File: src/rtl/mmio_pkg.sv
// mmio_pkg: shared definitions for the MMIO data-side bridge.
//   IO_BASE     : addr[31:12] value that selects the peripheral region
//   OFF_*       : byte offsets of the peripheral registers inside that region
//   NUM_DIGITS  : number of scanned 7-segment digits
//   digit_e     : scan-FSM state, one state per lit digit
//   hex_to_seg  : hex nibble -> active-low {g,f,e,d,c,b,a}
package mmio_pkg;

  localparam logic [19:0] IO_BASE    = 20'hFFFFF;
  localparam logic [11:0] OFF_DIG    = 12'h000;
  localparam logic [11:0] OFF_TIMER  = 12'h020;
  localparam logic [11:0] OFF_LED    = 12'h060;
  localparam logic [11:0] OFF_SW     = 12'h070;
  localparam int          NUM_DIGITS = 8;

  typedef enum logic [2:0] {
    DIG0, DIG1, DIG2, DIG3, DIG4, DIG5, DIG6, DIG7
  } digit_e;

  // Segment order {g,f,e,d,c,b,a}; a 0 lights the segment.
  function automatic logic [6:0] hex_to_seg(input logic [3:0] h);
    logic [6:0] s;
    case (h)
      4'h0: s = 7'b1000000;
      4'h1: s = 7'b1111001;
      4'h2: s = 7'b0100100;
      4'h3: s = 7'b0110000;
      4'h4: s = 7'b0011001;
      4'h5: s = 7'b0010010;
      4'h6: s = 7'b0000010;
      4'h7: s = 7'b1111000;
      4'h8: s = 7'b0000000;
      4'h9: s = 7'b0010000;
      4'hA: s = 7'b0001000;
      4'hB: s = 7'b0000011;
      4'hC: s = 7'b1000110;
      4'hD: s = 7'b0100001;
      4'hE: s = 7'b0000110;
      default: s = 7'b0001110;
    endcase
    return s;
  endfunction

endpackage

File: src/rtl/seg7_scan.sv
// seg7_scan: time-multiplexed driver for an 8-digit 7-segment display.
//   clk, rst_n  : clock, synchronous active-low reset
//   dig_i[31:0] : 8 hex nibbles, nibble k is shown on digit k
//   seg_en_o    : digit enables, active-low, one digit lit at a time
//   seg_o       : {dp,g,f,e,d,c,b,a}, active-low, dp always off
// Each digit stays lit for SCAN_DIV clk cycles, order 0..7 then wrap.
module seg7_scan
  import mmio_pkg::*;
#(
  parameter int SCAN_DIV = 50000
) (
  input  logic        clk,
  input  logic        rst_n,
  input  logic [31:0] dig_i,
  output logic [7:0]  seg_en_o,
  output logic [7:0]  seg_o
);

  localparam int CW = $clog2(SCAN_DIV);
  localparam logic [CW-1:0] CNT_LAST = CW'(SCAN_DIV - 1);

  logic [CW-1:0] cnt_q, cnt_d;
  digit_e        state_q, state_d;
  logic [3:0]    nib [NUM_DIGITS];

  genvar gi;
  generate
    for (gi = 0; gi < NUM_DIGITS; gi++) begin : g_nib
      assign nib[gi] = dig_i[4*gi +: 4];
    end
  endgenerate

  always_ff @(posedge clk) begin
    if (!rst_n) begin
      cnt_q   <= '0;
      state_q <= DIG0;
    end else begin
      cnt_q   <= cnt_d;
      state_q <= state_d;
    end
  end

  always_comb begin
    cnt_d   = cnt_q + 1'b1;
    state_d = state_q;
    if (cnt_q == CNT_LAST) begin
      cnt_d   = '0;
      state_d = digit_e'(state_q + 3'd1);  // DIG7 wraps to DIG0
    end
  end

  // Outputs follow the DIG word combinationally so a new value shows
  // on the lit digit right after the write edge.
  assign seg_en_o = ~(8'h01 << state_q);
  assign seg_o    = {1'b1, hex_to_seg(nib[state_q])};

endmodule

File: src/rtl/mmio_bridge.sv
// mmio_bridge: CPU MEM-stage data bus -> data RAM / on-board peripherals.
//   clk, rst_n          : clock, synchronous active-low reset
//   addr_i/wdata_i/we_i : word access from the CPU (addr_i[1:0] ignored)
//   rdata_o             : zero-latency load data back to the CPU
//   ram_*               : combinational data RAM interface
//   sw_i / led_o        : switches (async, synchronised) / LEDs
//   seg_en_o / seg_o    : scanned 7-segment display, active-low
// IO region is addr[31:12] == IO_BASE: DIG, TIMER, LED (R/W), SW (R).
module mmio_bridge
  import mmio_pkg::*;
#(
  parameter int RAM_AW    = 16,
  parameter int SCAN_DIV  = 50000,
  parameter int TIMER_DIV = 1000
) (
  input  logic              clk,
  input  logic              rst_n,
  input  logic [31:0]       addr_i,
  input  logic [31:0]       wdata_i,
  input  logic              we_i,
  output logic [31:0]       rdata_o,
  output logic [RAM_AW-1:0] ram_addr_o,
  output logic [31:0]       ram_wdata_o,
  output logic              ram_we_o,
  input  logic [31:0]       ram_rdata_i,
  input  logic [23:0]       sw_i,
  output logic [23:0]       led_o,
  output logic [7:0]        seg_en_o,
  output logic [7:0]        seg_o
);

  localparam logic [31:0] TDIV_LAST = 32'(TIMER_DIV - 1);

  logic        io_sel, io_wr, tick;
  logic [9:0]  word_off;
  logic [31:0] dig_q, dig_d;
  logic [31:0] timer_q, timer_d;
  logic [31:0] tpre_q, tpre_d;
  logic [23:0] led_q, led_d;
  logic [23:0] sw_meta_q, sw_meta_d;
  logic [23:0] sw_sync_q, sw_sync_d;
  logic        unused_byte_sel;

  assign unused_byte_sel = ^addr_i[1:0];

  assign io_sel   = (addr_i[31:12] == IO_BASE);
  assign io_wr    = we_i & io_sel;
  assign word_off = addr_i[11:2];

  assign ram_addr_o  = addr_i[RAM_AW+1:2];
  assign ram_wdata_o = wdata_i;
  assign ram_we_o    = we_i & ~io_sel;

  // Loads see register state from before the current edge.
  always_comb begin
    rdata_o = 32'h0;
    if (!io_sel) begin
      rdata_o = ram_rdata_i;
    end else begin
      case (word_off)
        OFF_DIG[11:2]:   rdata_o = dig_q;
        OFF_TIMER[11:2]: rdata_o = timer_q;
        OFF_LED[11:2]:   rdata_o = {8'h0, led_q};
        OFF_SW[11:2]:    rdata_o = {8'h0, sw_sync_q};
        default:         rdata_o = 32'h0;
      endcase
    end
  end

  always_comb begin
    dig_d     = dig_q;
    led_d     = led_q;
    sw_meta_d = sw_i;
    sw_sync_d = sw_meta_q;
    tick      = (tpre_q == TDIV_LAST);
    tpre_d    = tick ? 32'h0 : tpre_q + 32'h1;
    timer_d   = tick ? timer_q + 32'h1 : timer_q;
    if (io_wr) begin
      case (word_off)
        OFF_DIG[11:2]: dig_d = wdata_i;
        OFF_TIMER[11:2]: begin
          // Write overrides a coincident tick and restarts the prescaler.
          timer_d = wdata_i;
          tpre_d  = 32'h0;
        end
        OFF_LED[11:2]: led_d = wdata_i[23:0];
        default: ;
      endcase
    end
  end

  always_ff @(posedge clk) begin
    if (!rst_n) begin
      dig_q     <= '0;
      led_q     <= '0;
      timer_q   <= '0;
      tpre_q    <= '0;
      sw_meta_q <= '0;
      sw_sync_q <= '0;
    end else begin
      dig_q     <= dig_d;
      led_q     <= led_d;
      timer_q   <= timer_d;
      tpre_q    <= tpre_d;
      sw_meta_q <= sw_meta_d;
      sw_sync_q <= sw_sync_d;
    end
  end

  assign led_o = led_q;

  seg7_scan #(
    .SCAN_DIV(SCAN_DIV)
  ) u_scan (
    .clk     (clk),
    .rst_n   (rst_n),
    .dig_i   (dig_q),
    .seg_en_o(seg_en_o),
    .seg_o   (seg_o)
  );

endmodule

File: config.mk
export PLATFORM = sky130hd
export DESIGN_NAME = mmio_bridge
export DESIGN_NICKNAME = d
export VERILOG_FILES = /design/src/rtl/mmio_pkg.sv /design/src/rtl/seg7_scan.sv /design/src/rtl/mmio_bridge.sv
export SDC_FILE = /design/constraint.sdc
export NUM_CORES = 1
export LEC_CHECK = 0
export CORE_MARGIN = 1.5
export CORE_UTILIZATION = 31
export DETAILED_ROUTE_END_ITERATION = 6
export GPL_TIMING_DRIVEN = 1
export SLEW_MARGIN = 40
export SYNTH_ARGS = -nofsm -noshare
export SYNTH_HDL_FRONTEND = slang
export SYNTH_SLANG_ARGS = --single-unit
File: constraint.sdc
create_clock -name clk -period 3 [get_ports clk]
set_input_delay 0.6 -clock clk [delete_from_list [all_inputs] [get_ports clk]]
set_output_delay 0.6 -clock clk [all_outputs]
set_load 0.005 [all_outputs]
Word level (Yosys, flattened, before mapping)
Memory sizes are Yosys's and may differ from the RTL's.
Cells that the tools add are included.
- register bits: 187
- ROM bits: 112
- input bits: 123
- output and inout port bits: 121
- logic and storage cells: 42
- memories kept: 1
- memories (name ; words ; bits a word ; rd ports ; clocked after memory_dff ; wr ports ; RTL line ; RTL):
    (no name shown) ; 16 ; 7 ; 1 ; 0 ; 0 ; mmio_pkg.sv:23 ; case (h)
- add/subtract/negate cells: 4
- magnitude comparators: 1
- eq/ne operators: 6
- shift-type cells: 1
- mux-type cells: 11
- bitwise logic cells: 6
- reductions and logical operators: 4
- operators with widths (cell ; count):
    $mux W32 ; 7
    $pmux W32 S4 ; 1
    $add A32 B1 Y32 const B ; 2
    $eq A32 B10 Y1 const B ; 1
    $eq A10 B5 Y1 const B ; 2
    $eq A20 B20 Y1 const B ; 1
    $add A16 B1 Y16 const B ; 1
    $eq A16 B16 Y1 const B ; 1
    $bmux W4 S3 ; 1
    $eq A10 B4 Y1 const B ; 1
    $logic_not A10 Y1 ; 1
    $mux W4 ; 2
    $not A8 Y8 ; 1
    $shl A1 B3 Y8 const A ; 1
    $ge A4 B4 Y1 const B ; 1
    $not A3 Y4 ; 1
    $reduce_and A2 Y1 ; 2
    $add A3 B1 Y3 const B ; 1
    $and A1 B1 Y1 ; 2
    $not A1 Y1 ; 2
    $reduce_or A2 Y1 ; 1

Depth between registers and ports, before layout
Gate-level depths: netlist of the first run.
An unclocked memory read counts as a cell.
- depth after elaboration: 5
- depth in mapped cells: 8
- depth with buffers taken out: 7

Cells and area by module
Synthesis of the first run repeated with hierarchy kept, for this count alone.
- cells, all modules: 1021
- area, all modules: 9146.3 um2
- by module, submodules not included (module ; times used ; cells each ; area an instance (um2) ; sequential area each (um2)):
    mmio_bridge ; 1 ; 869 ; 7677.4 ; 3363.2
    seg7_scan ; 1 ; 152 ; 1468.9 ; 380.4

Worst setup path before layout of the first run
OpenSTA, ideal clock, no wires.
- kind: flip-flop to output port
- start: register u_scan.state_q[0]
- end: output seg_o[5]
- data arrival time: 2.178 ns
- required time: 2.400 ns
- slack: 0.222 ns
- cell stages (with the launch flop): 9
- buffers on the path: 1
- cells stage by stage: dfxtp_1 > buf_2 > mux4_2 > mux2i_1 > inv_1 > ha_1 > nand2b_1 > a21boi_0 > o21ai_0
- word-level cells in the longest chain between the ends: 5
- ends and longest elaborated chain (item ; RTL line ; RTL):
    start: declaration ; seg7_scan.sv:23 ; digit_e state_q, state_d;
    start signal: assignment ; seg7_scan.sv:39 ; state_q <= state_d;
    $not A3 Y4 (not written as such) ; seg7_scan.sv:55 ; assign seg_o = {1'b1, hex_to_seg(nib[state_q])};
    $bmux W4 S3 ; seg7_scan.sv:55 ;
    $mux W4 (not written as such) (2 in series) ; seg7_scan.sv:55 ;
    $mem_v2 Z16 W7 ; n/a ;
    end: declaration ; mmio_bridge.sv:29 ; output logic [7:0] seg_o
No other way between the ends. The select of a mux whose other input is x is not followed.

Worst setup path after layout of the first run
- start: register u_scan.state_q[0]
- end: output seg_o[3]
The elaborated chain is that of the path after synthesis.

==> key figures, run 1 <==
Status
  – Status: finished, violations left
  – Failing checks: setup timing

Hold path
  – Hold Startpoint: sw_meta_q[19]$_SDFF_PN0_
  – Hold endpoint: sw_sync_q[19]$_SDFF_PN0_
  – Hold Crit Depth: 1
  – Hold Path Class: reg2reg

Worst setup path
  – Worst R2R End: timer_q[26]$_SDFF_PN0_
  – CP top delay family: multiplexers
  – Worst EP arrival: 2.58 ns
  – Worst Path Buf+Inv: 4
  – Crit Reg-Reg Startpoint: timer_q[0]$_SDFF_PN0_
  – CP Cell Sequence: buf_12, mux4_2, mux2i_1, buf_4, buf_6, ha_4, nor2_2, a211oi_1, a31oi_1, buf_2
  – Crit end category: output port
  – CP peak stage delay: 0.54 ns
  – CP max stage cell: mux4_2
  – Max FO, Critical Path: 6
  – R2r setup slk: 0.67 ns
  – Worst setup SP type: flop
  – Kind of critical path: reg2out
  – R2R depth: 7
  – Worst EP required: 2.40 ns

Power
  – Comb pwr share: 7.6%
  – Clock power frac: 45.1%
  – PD cells: 415 nW/um2
  – Psw: 1420 uW
  – Leak: 0.00536 uW
  – Cell internal pwr: 3940 uW
  – Maximum vdd drop: 0.299 mV
  – Switching share of power: 26.5%
  – Final Power: 5370 uW
  – Sequential share of power: 47.2%

Layout
  – Fin cells: 1630
  – Layout cells sized above 1: 18.6%
  – Commonest non-fill, non-tap cell in the layout: dfxtp_1
  – Area Growth Syn to Fin: 41.5%
  – Most frequent cells in the layout: 186 x dfxtp_1, 170 x clkdlybuf4s50_1, 119 x nor2_1
  – Layout fillers: 2823
  – Fin area: 12900 um2
  – Final #Nets: 1370

STA
  – Fmax: 315 MHz
  – RSZ-0062 raised after global routing: true
  – Period utilization: 106%
  – Hold Vio Cnt, Final: 0
  – Final WS setup: -0.177 ns
  – Measured slew at the worst slew-check pin: 0.617 ns
  – Final setup viols: 7
  – Final Max Tran Viols: 0
  – Fin Hold WS: 0.437 ns
  – Slew headroom: 58.6%
  – Fin Clk Skew: 0.0186 ns
  – Minimum clock period: 3.18 ns

Clock network
  – H-tree Lvls: 4
  – Root Buffer: clkbuf_16
  – Clk slew on worst S/H paths: 0.08 ns
  – Hold-fix buffers at CTS: 0
  – CTS tree: yes
  – Clk Latency, worst-skew pair: 0.45 ns
  – CTS buffer count: 17
  – Clock sink count: 187
  – Clock Path Buffers: 2

Routing
  – DR DRC count: 0
  – Avg Vias per Cell: 4.92
  – Detailed Route Iter0 Violations: 446
  – DRT antenna net count: 0
  – Via Count: 8018
  – Final wirelength: 28900 um
  – DR WL/cell: 17.7 um
  – First-pass DRT Iterations: 4

Logic synthesis
  – Mapped Avg Cell Area: 9.11 um2
  – Synthesis warning total: 0
  – Syn Nets: 1142
  – Synth Cell Area: 9150 um2
  – Cell variety after synth: 53
  – Synthesized flop and latch total: 187
  – Post-synth EDFFs: 0
  – Main synth FF type: dfxtp_1
  – Synth async-reset ratio: 0%
  – Synth Instances: 1004
  – Seq/Total Area, Yosys: 40.9%

Floorplanning
  – Die area: 30500 um2
  – Die Width: 175 um
  – Die span in y: 175 um
  – I/O pin cnt: 244
  – Num rows: 62
  – Core Region: 28900 um2
  – Initial Utilization: 31.7%

Global routing
  – Largest net degree at the start of global routing: 48
  – Grt ovf: 0
  – GR Util All Layers: 18.5%
  – Vias in the first global route: 7771
  – Initial antenna violation count: 1
  – First-pass GRT wire length: 43800 um

Placed design
  – Gpl congestion: 0.829
  – Post-DP HPWL: 20400 um
  – Buffers on Ports: 240
  – Setup WS pre-CTS: -0.817 ns
  – Dpl cells: 1578
  – Placement Cell Area: 11900 um2

Flow run
  – Max Cap Violations: 0
## what timing repair did
action,in CTS,in global routing
cloned,4,2
resized for setup,252,36
pin swaps,40,21
endpoints found under the setup margin,40,39
setup buffers,12,3
## worst max path at each step
stage                                   start          end  cells after the start
3_3_place_gp                        addr_i[3]  rdata_o[17]                      9
5_1_grt        u_scan.state_q[0]$_SDFFE_PN0P_     seg_o[3]                     10
3_5_place_dp                        addr_i[3]   rdata_o[0]                     10
4_1_cts        u_scan.state_q[0]$_SDFFE_PN0P_     seg_o[3]                     10
2_1_floorplan  u_scan.state_q[0]$_SDFFE_PN0P_     seg_o[5]                      8
6_report       u_scan.state_q[0]$_SDFFE_PN0P_     seg_o[3]                     10
## area by class of cell
type / count / area [um2] / share of cell area (%)
clock buffer: 17 / 425 / 3.29
clock inverter: 15 / 218 / 1.68
antenna: 1 / 2.50 / 0.0193
sequential: 187 / 3740 / 28.9
timing repair buffer: 311 / 3000 / 23.2
inverter: 15 / 56.3 / 0.435
tap: 384 / 480 / 3.71
multi-input combinational: 700 / 5010 / 38.7
## state kept, by name, indices dropped and copies added, names as in the netlist
name / count
dig_q: 32
u_scan.state_q: 3
u_scan.cnt_q: 16
tpre_q: 32
led_o: 24
timer_q: 32
sw_sync_q: 24
sw_meta_q: 24
## through the flow
step | setup TNS, ns | utilization, %
floorplan | 0 | -
global placement | -23.29 | 41.3
detailed placement | -27.39 | 41.3
CTS | -0.806 | 44.5
global route | -1.52 | 44.8
finish | -0.813 | 44.8
## power groups by stage
stage	Clock (uW)	Combinational [uW]	Sequential [uW]
after floorplan	0	151	2580
after global placement	0	436	2590
after detailed placement	0	440	2590
after CTS	2470	413	2530
after global routing	2560	443	2540
final	2420	410	2530
## synth_stat cells (30+ instances only)
cell type	n	area (um2)
dfxtp_1	187	3740
nor2_1	121	454
nand2_1	81	304
mux2i_1	63	631
and2_1	56	350
xor2_1	53	464
buf_4	49	368
clkbuf_1	33	124
o21ai_0	32	160
a21oi_1	30	150
nand3_1	30	150
o21ai_1	30	150
## kinds of logic after synthesis
logic type | count (synthesis) | synth area share, %
simple gates | 376 | 22.2
other cells | 1 | 0.0410
flops | 187 | 40.9
fa+ha+maj | 15 | 2.05
mux | 72 | 8.99
buf+inv | 117 | 7.14
xor+xnor | 76 | 7.28
compound gates | 160 | 11.4
## layer usage
layer | track usage [%] | share of wire (%) | up-vias
li1 | - | - | 3936
met1 | 24.4 | 46 | 3789
met2 | 29.4 | 47 | 261
met3 | 4.31 | 5.7 | 32
met4 | 6.80 | 1.9 | 0
met5 | 0 | 0 | -
No activity file was read; power rests on OpenSTA's default activity.
==> run 2, diff against run 1 <==
Clock period 3 ns to 3.45 ns, I/O delays scaled along.
==> run 2 against run 1 <==
Net effect: the run now ends clean; register-to-register slack gained 0.41 ns; final area shrank 1.8%; worst setup slack gained 0.26 ns; die area is the same; wire length shrank 4.8%; largest cell class unchanged; power shrank 14%.
==> key figures, run 2 (synthesis gave the netlist of run 1 again) <==
Routing
  – DR WL/cell: 17.0 um
  – DRT antenna net count: 0
  – Final wirelength: 27500 um
  – Avg Vias per Cell: 4.84
  – Via Count: 7837
  – First-pass DRT Iterations: 5
  – Detailed Route Iter0 Violations: 419
  – DR DRC count: 0

Layout
  – Commonest non-fill, non-tap cell in the layout: clkdlybuf4s50_1
  – Layout cells sized above 1: 14.8%
  – Regs by FF count: dig_q x32, timer_q x32, tpre_q x32
  – Area of the multi-input gates: 4880 um2
  – Register area: 3750 um2
  – Most frequent cells in the layout: 190 x clkdlybuf4s50_1, 185 x dfxtp_1, 120 x nor2_1
  – Layout fillers: 2841
  – Fin area: 12700 um2
  – Final #Nets: 1359
  – Fin cells: 1618
  – Area Growth Syn to Fin: 39.0%

Worst setup path
  – CP max stage cell: nor4_2
  – Max FO, Critical Path: 13
  – Worst setup SP type: input pin
  – Most common cell on crit path: buf_4
  – Kind of critical path: in2out
  – CP Cell Sequence: dlygate4sd2_1, nor4_2, buf_4, nand2_8, buf_4, nor3_4, buf_4, a221oi_1, o21ai_1, buf_2
  – CP peak stage delay: 0.32 ns
  – Worst EP arrival: 2.68 ns
  – Worst Path Buf+Inv: 5
  – Crit end category: output port
  – Worst EP required: 2.76 ns
  – CP top delay family: buffers and inverters

Floorplanning
  – Die span in y: 175 um
  – Num rows: 62
  – Core Region: 28900 um2
  – I/O pin cnt: 244
  – Initial Utilization: 31.7%
  – Die area: 30500 um2
  – Die Width: 175 um

Global routing
  – GR peak layer: met2
  – Largest net degree at the start of global routing: 83
  – Grt ovf: 0
  – Met1 usage: 23.9%
  – Initial antenna violation count: 1
  – Met3 Use GR: 3.44%
  – M2 GR Usage: 29.4%
  – First-pass GRT wire length: 42900 um
  – GR Util All Layers: 18.0%
  – Vias in the first global route: 7663

STA
  – Final Max Tran Viols: 0
  – Setup_tns: 0 ns
  – RSZ-0062 raised after global routing: true
  – Fin Clk Skew: 0.0170 ns
  – Fmax: 297 MHz
  – Measured slew at the worst slew-check pin: 0.753 ns
  – Slew headroom: 49.8%
  – Period utilization: 97.6%
  – Hold Vio Cnt, Final: 0
  – Final setup viols: 0
  – Minimum clock period: 3.37 ns

Placed design
  – Post-DP HPWL: 19700 um
  – Buffers on Ports: 240
  – Gpl congestion: 0.815
  – Placement Cell Area: 11800 um2
  – Dpl cells: 1565

Clock network
  – Clock sink count: 187
  – Clock Path Buffers: 2
  – CTS buffer count: 17
  – Hold-fix buffers at CTS: 0
  – H-tree Lvls: 4
  – Root Buffer: clkbuf_16
  – Clk Latency, worst-skew pair: 0.44 ns
  – CTS tree: yes
  – Clk slew on worst S/H paths: 0.07 ns

Flow run
  – Max Cap Violations: 0

Hold path
  – Hold Path Class: reg2reg

Status
  – Status: completed

Power
  – Leak: 0.00525 uW
  – PD cells: 363 nW/um2
  – Maximum vdd drop: 0.261 mV
## run 2: cell types whose count changed in the layout (fill, tap and decap cells not counted), sizes merged, moves of 4 or more
cell / before / now
buf: 107 / 84
clkdlybuf4s50: 170 / 190
clkbuf: 25 / 19
clkdlybuf4s15: 6 / 0
dlygate4sd2: 19 / 23
## run 2: power by group
part	leakage (uW)	switching, uW	internal, uW
clock	0.000303	929	1120
combinational	0.00343	139	221
sequential	0.00152	13.4	2190
## run 2: what timing repair did
| item | 4_1_cts | 5_1_grt |
|---|---|---|
| setup endpoints to repair | 39 | 35 |
| resized for setup | 162 | 17 |
| gates cloned | 4 | 0 |
| setup buffers | 14 | 4 |
| pin swaps | 16 | 7 |
## run 2: layer usage
| metal | up-vias | wire length [um] |
|---|---|---|
| met2 | 264 | 12900 |
| met1 | 3647 | 12600 |
| li1 | 3899 | - |
| met5 | - | 0 |
| met4 | 0 | 329 |
| met3 | 27 | 1670 |
## run 2: through the flow
stage,utilization [%],hold WS [ns],total power [uW],worst slack (ns)
floorplan,-,0.412,2380,0.582
global placement,40.9,0.416,2630,-0.528
detailed placement,40.9,0.417,2630,-0.589
CTS,43.9,0.434,4660,-0.0125
global route,44.1,0.447,4770,-0.00569
finish,44.1,0.434,4610,0.0816
## run 2: final timing paths
path | startpoint | endpoint | slack, ns | depth (start not counted)
setup / recovery | addr_i[9] | rdata_o[21] | 0.08 | 10
hold / removal | sw_meta_q[18]$_SDFF_PN0_ | sw_sync_q[18]$_SDFF_PN0_ | 0.43 | 1
setup reg to reg | tpre_q[0]$_SDFF_PN0_ | timer_q[31]$_SDFF_PN0_ | 1.08 | 7
hold reg to reg | sw_meta_q[18]$_SDFF_PN0_ | sw_sync_q[18]$_SDFF_PN0_ | 0.43 | 1
## run 2: layout make-up
| cell class | instances | area share [%] |
|---|---|---|
| Clock buffer | 18 | 3.45 |
| Sequential cell | 187 | 29.5 |
| Timing Repair Buffer | 300 | 23.1 |
| Multi-Input combinational cell | 700 | 38.4 |
| Clock inverter | 13 | 1.37 |
| Inverter | 15 | 0.443 |
| Tap cell | 384 | 3.78 |
| Antenna cell | 1 | 0.0197 |
==> run 3, diff against run 2 <==
Settings changed: CORE_UTILIZATION 31 to 32, CTS_CLUSTER_SIZE set to 20.
==> run 3 against run 2 <==
Net effect: register-to-register slack better by 0.03 ns; wire length decreased by 1.7%; power fell by 1.5%; cell count decreased by 0.25%; clock skew decreased by 0.0012 ns; combinational power about the same.
==> key figures, run 3 (synthesis gave the netlist of run 1 again) <==
Routing
  – Via Count: 7866
  – Final wirelength: 27000 um
  – Detailed Route Iter0 Violations: 460
  – DR WL/cell: 16.7 um
  – First-pass DRT Iterations: 5
  – DR DRC count: 0
  – Avg Vias per Cell: 4.87
  – DRT antenna net count: 0

Power
  – Switching share of power: 24.9%
  – Comb pwr share: 7.9%
  – Clock power frac: 43.6%
  – Cell internal pwr: 3410 uW
  – Sequential share of power: 48.5%
  – Maximum vdd drop: 0.263 mV
  – Final Power: 4550 uW
  – Leak: 0.00520 uW
  – Psw: 1130 uW
  – PD cells: 359 nW/um2

Worst setup path
  – Worst EP arrival: 2.70 ns
  – Max FO, Critical Path: 11
  – CP max stage cell: clkdlybuf4s50_1
  – Crit end category: output port
  – Kind of critical path: in2out
  – CP Cell Sequence: clkdlybuf4s50_1, nand4_1, nor3_2, nand2_2, or3_4, buf_4, buf_6, o21ai_1, clkdlybuf4s15_1
  – Crit Reg-Reg Startpoint: tpre_q[0]$_SDFF_PN0_
  – R2r setup slk: 1.11 ns
  – Worst setup SP type: input pin
  – CP peak stage delay: 0.47 ns
  – R2R depth: 7
  – Worst R2R End: timer_q[23]$_SDFF_PN0_
  – Worst EP required: 2.76 ns

Placed design
  – Setup WS pre-CTS: -0.452 ns
  – Buffers on Ports: 240
  – Gpl congestion: 0.810
  – Post-DP HPWL: 19600 um

Layout
  – Regs by FF count: dig_q x32, timer_q x32, tpre_q x32
  – Most frequent cells in the layout: 191 x clkdlybuf4s50_1, 185 x dfxtp_1, 120 x nor2_1
  – N_diodes: 0
  – Commonest non-fill, non-tap cell in the layout: clkdlybuf4s50_1
  – Area Growth Syn to Fin: 38.4%
  – Final #Nets: 1361
  – Final Util: 45.3%
  – Layout cells sized above 1: 15.8%

STA
  – Hold Vio Cnt, Final: 0
  – Final setup viols: 0
  – Fin Hold WS: 0.434 ns
  – Measured slew at the worst slew-check pin: 0.777 ns
  – Period utilization: 98.4%
  – Fmax: 295 MHz
  – RSZ-0062 raised after global routing: true
  – Minimum clock period: 3.39 ns
  – Setup_tns: 0 ns
  – Final Max Tran Viols: 0
  – Slew headroom: 48.1%
  – Final WS setup: 0.0567 ns
  – Fin Clk Skew: 0.0158 ns

Clock network
  – CTS tree: yes
  – Clk Latency, worst-skew pair: 0.43 ns
  – H-tree Lvls: 4
  – Clock sink count: 187
  – CTS buffer count: 17
  – Clock Path Buffers: 2
  – Root Buffer: clkbuf_16
  – Clk slew on worst S/H paths: 0.07 ns

Global routing
  – First-pass GRT wire length: 41500 um
  – GR Util All Layers: 18.3%
  – Grt ovf: 0
  – Largest net degree at the start of global routing: 83
  – Initial antenna violation count: 0
  – Vias in the first global route: 7666

Flow run
  – Max Cap Violations: 0

Floorplanning
  – Die span in y: 172 um
  – Num rows: 61
  – Core Region: 27900 um2
  – Die Width: 172 um
  – Initial Utilization: 32.7%
  – Die area: 29600 um2
  – I/O pin cnt: 244

Hold path
  – Hold Startpoint: sw_meta_q[12]$_SDFF_PN0_
  – Hold Crit Depth: 1
  – Hold endpoint: sw_sync_q[12]$_SDFF_PN0_
  – Hold Path Class: reg2reg

Status
  – Status: completed
[run 3: cell types whose count changed in the layout (fill, tap and decap cells not counted), moves of 8 or more]
cell	before	now
buf_2	25	14
dlygate4sd2_1	23	13
a221oi_2	1	9
clkbuf_2	1	18
a221oi_1	23	15
[run 3: worst max path at each step]
stage,from,to,cells past startpoint
final,addr_i[24],rdata_o[29],9
after global routing,addr_i[26],rdata_o[29],9
after CTS,addr_i[31],rdata_o[19],9
after detailed placement,addr_i[9],rdata_o[31],8
after global placement,addr_i[11],rdata_o[31],8
after floorplan,u_scan.state_q[0]$_SDFFE_PN0P_,seg_o[5],8
[run 3: area by class of cell]
cell class,instances,area (um2)
clock buffer,18,439
clock inverter,14,168
fill,2761,15300
inverter,15,56.3
multi-input combinational,700,4900
sequential,187,3750
tap,378,473
timing repair buffer,302,2880
[run 3: power groups by stage]
stage                     registers, uW  logic [uW]  clock network [uW]
after global placement             2250         376                   0
after detailed placement           2250         378                   0
final                              2200         360                1980
after global routing               2210         393                2120
after floorplan                    2250         132                   0
after CTS                          2200         367                2020
[run 3: critical path: cells and delay by family]
| family | cells | cell delay [ns] |
|---|---|---|
| simple gates | 4 | 0.89 |
| compound gates | 1 | 0.13 |
| buf+inv | 4 | 0.99 |
[run 3: layer usage]
layer	wire, um	global-route usage, %	vias to the layer above
met5	0	0	-
met1	12500	23.8	3676
met4	411	5.26	0
met2	12700	30.7	259
met3	1500	3.46	27
li1	-	-	3904
[run 3: through the flow]
stage,instances,area (um2)
2_1_floorplan,1004,9150
3_3_place_gp,1562,11900
3_5_place_dp,1562,11900
4_1_cts,1610,12700
5_1_grt,1614,12700
6_report,1614,12700
[run 3: what timing repair did]
item                       4_1_cts  5_1_grt
pin swaps                       13        5
hold buffers                     0        0
buffers inserted                16        4
cloned                           1        0
setup endpoints to repair       39       32
gates resized for setup        117       62
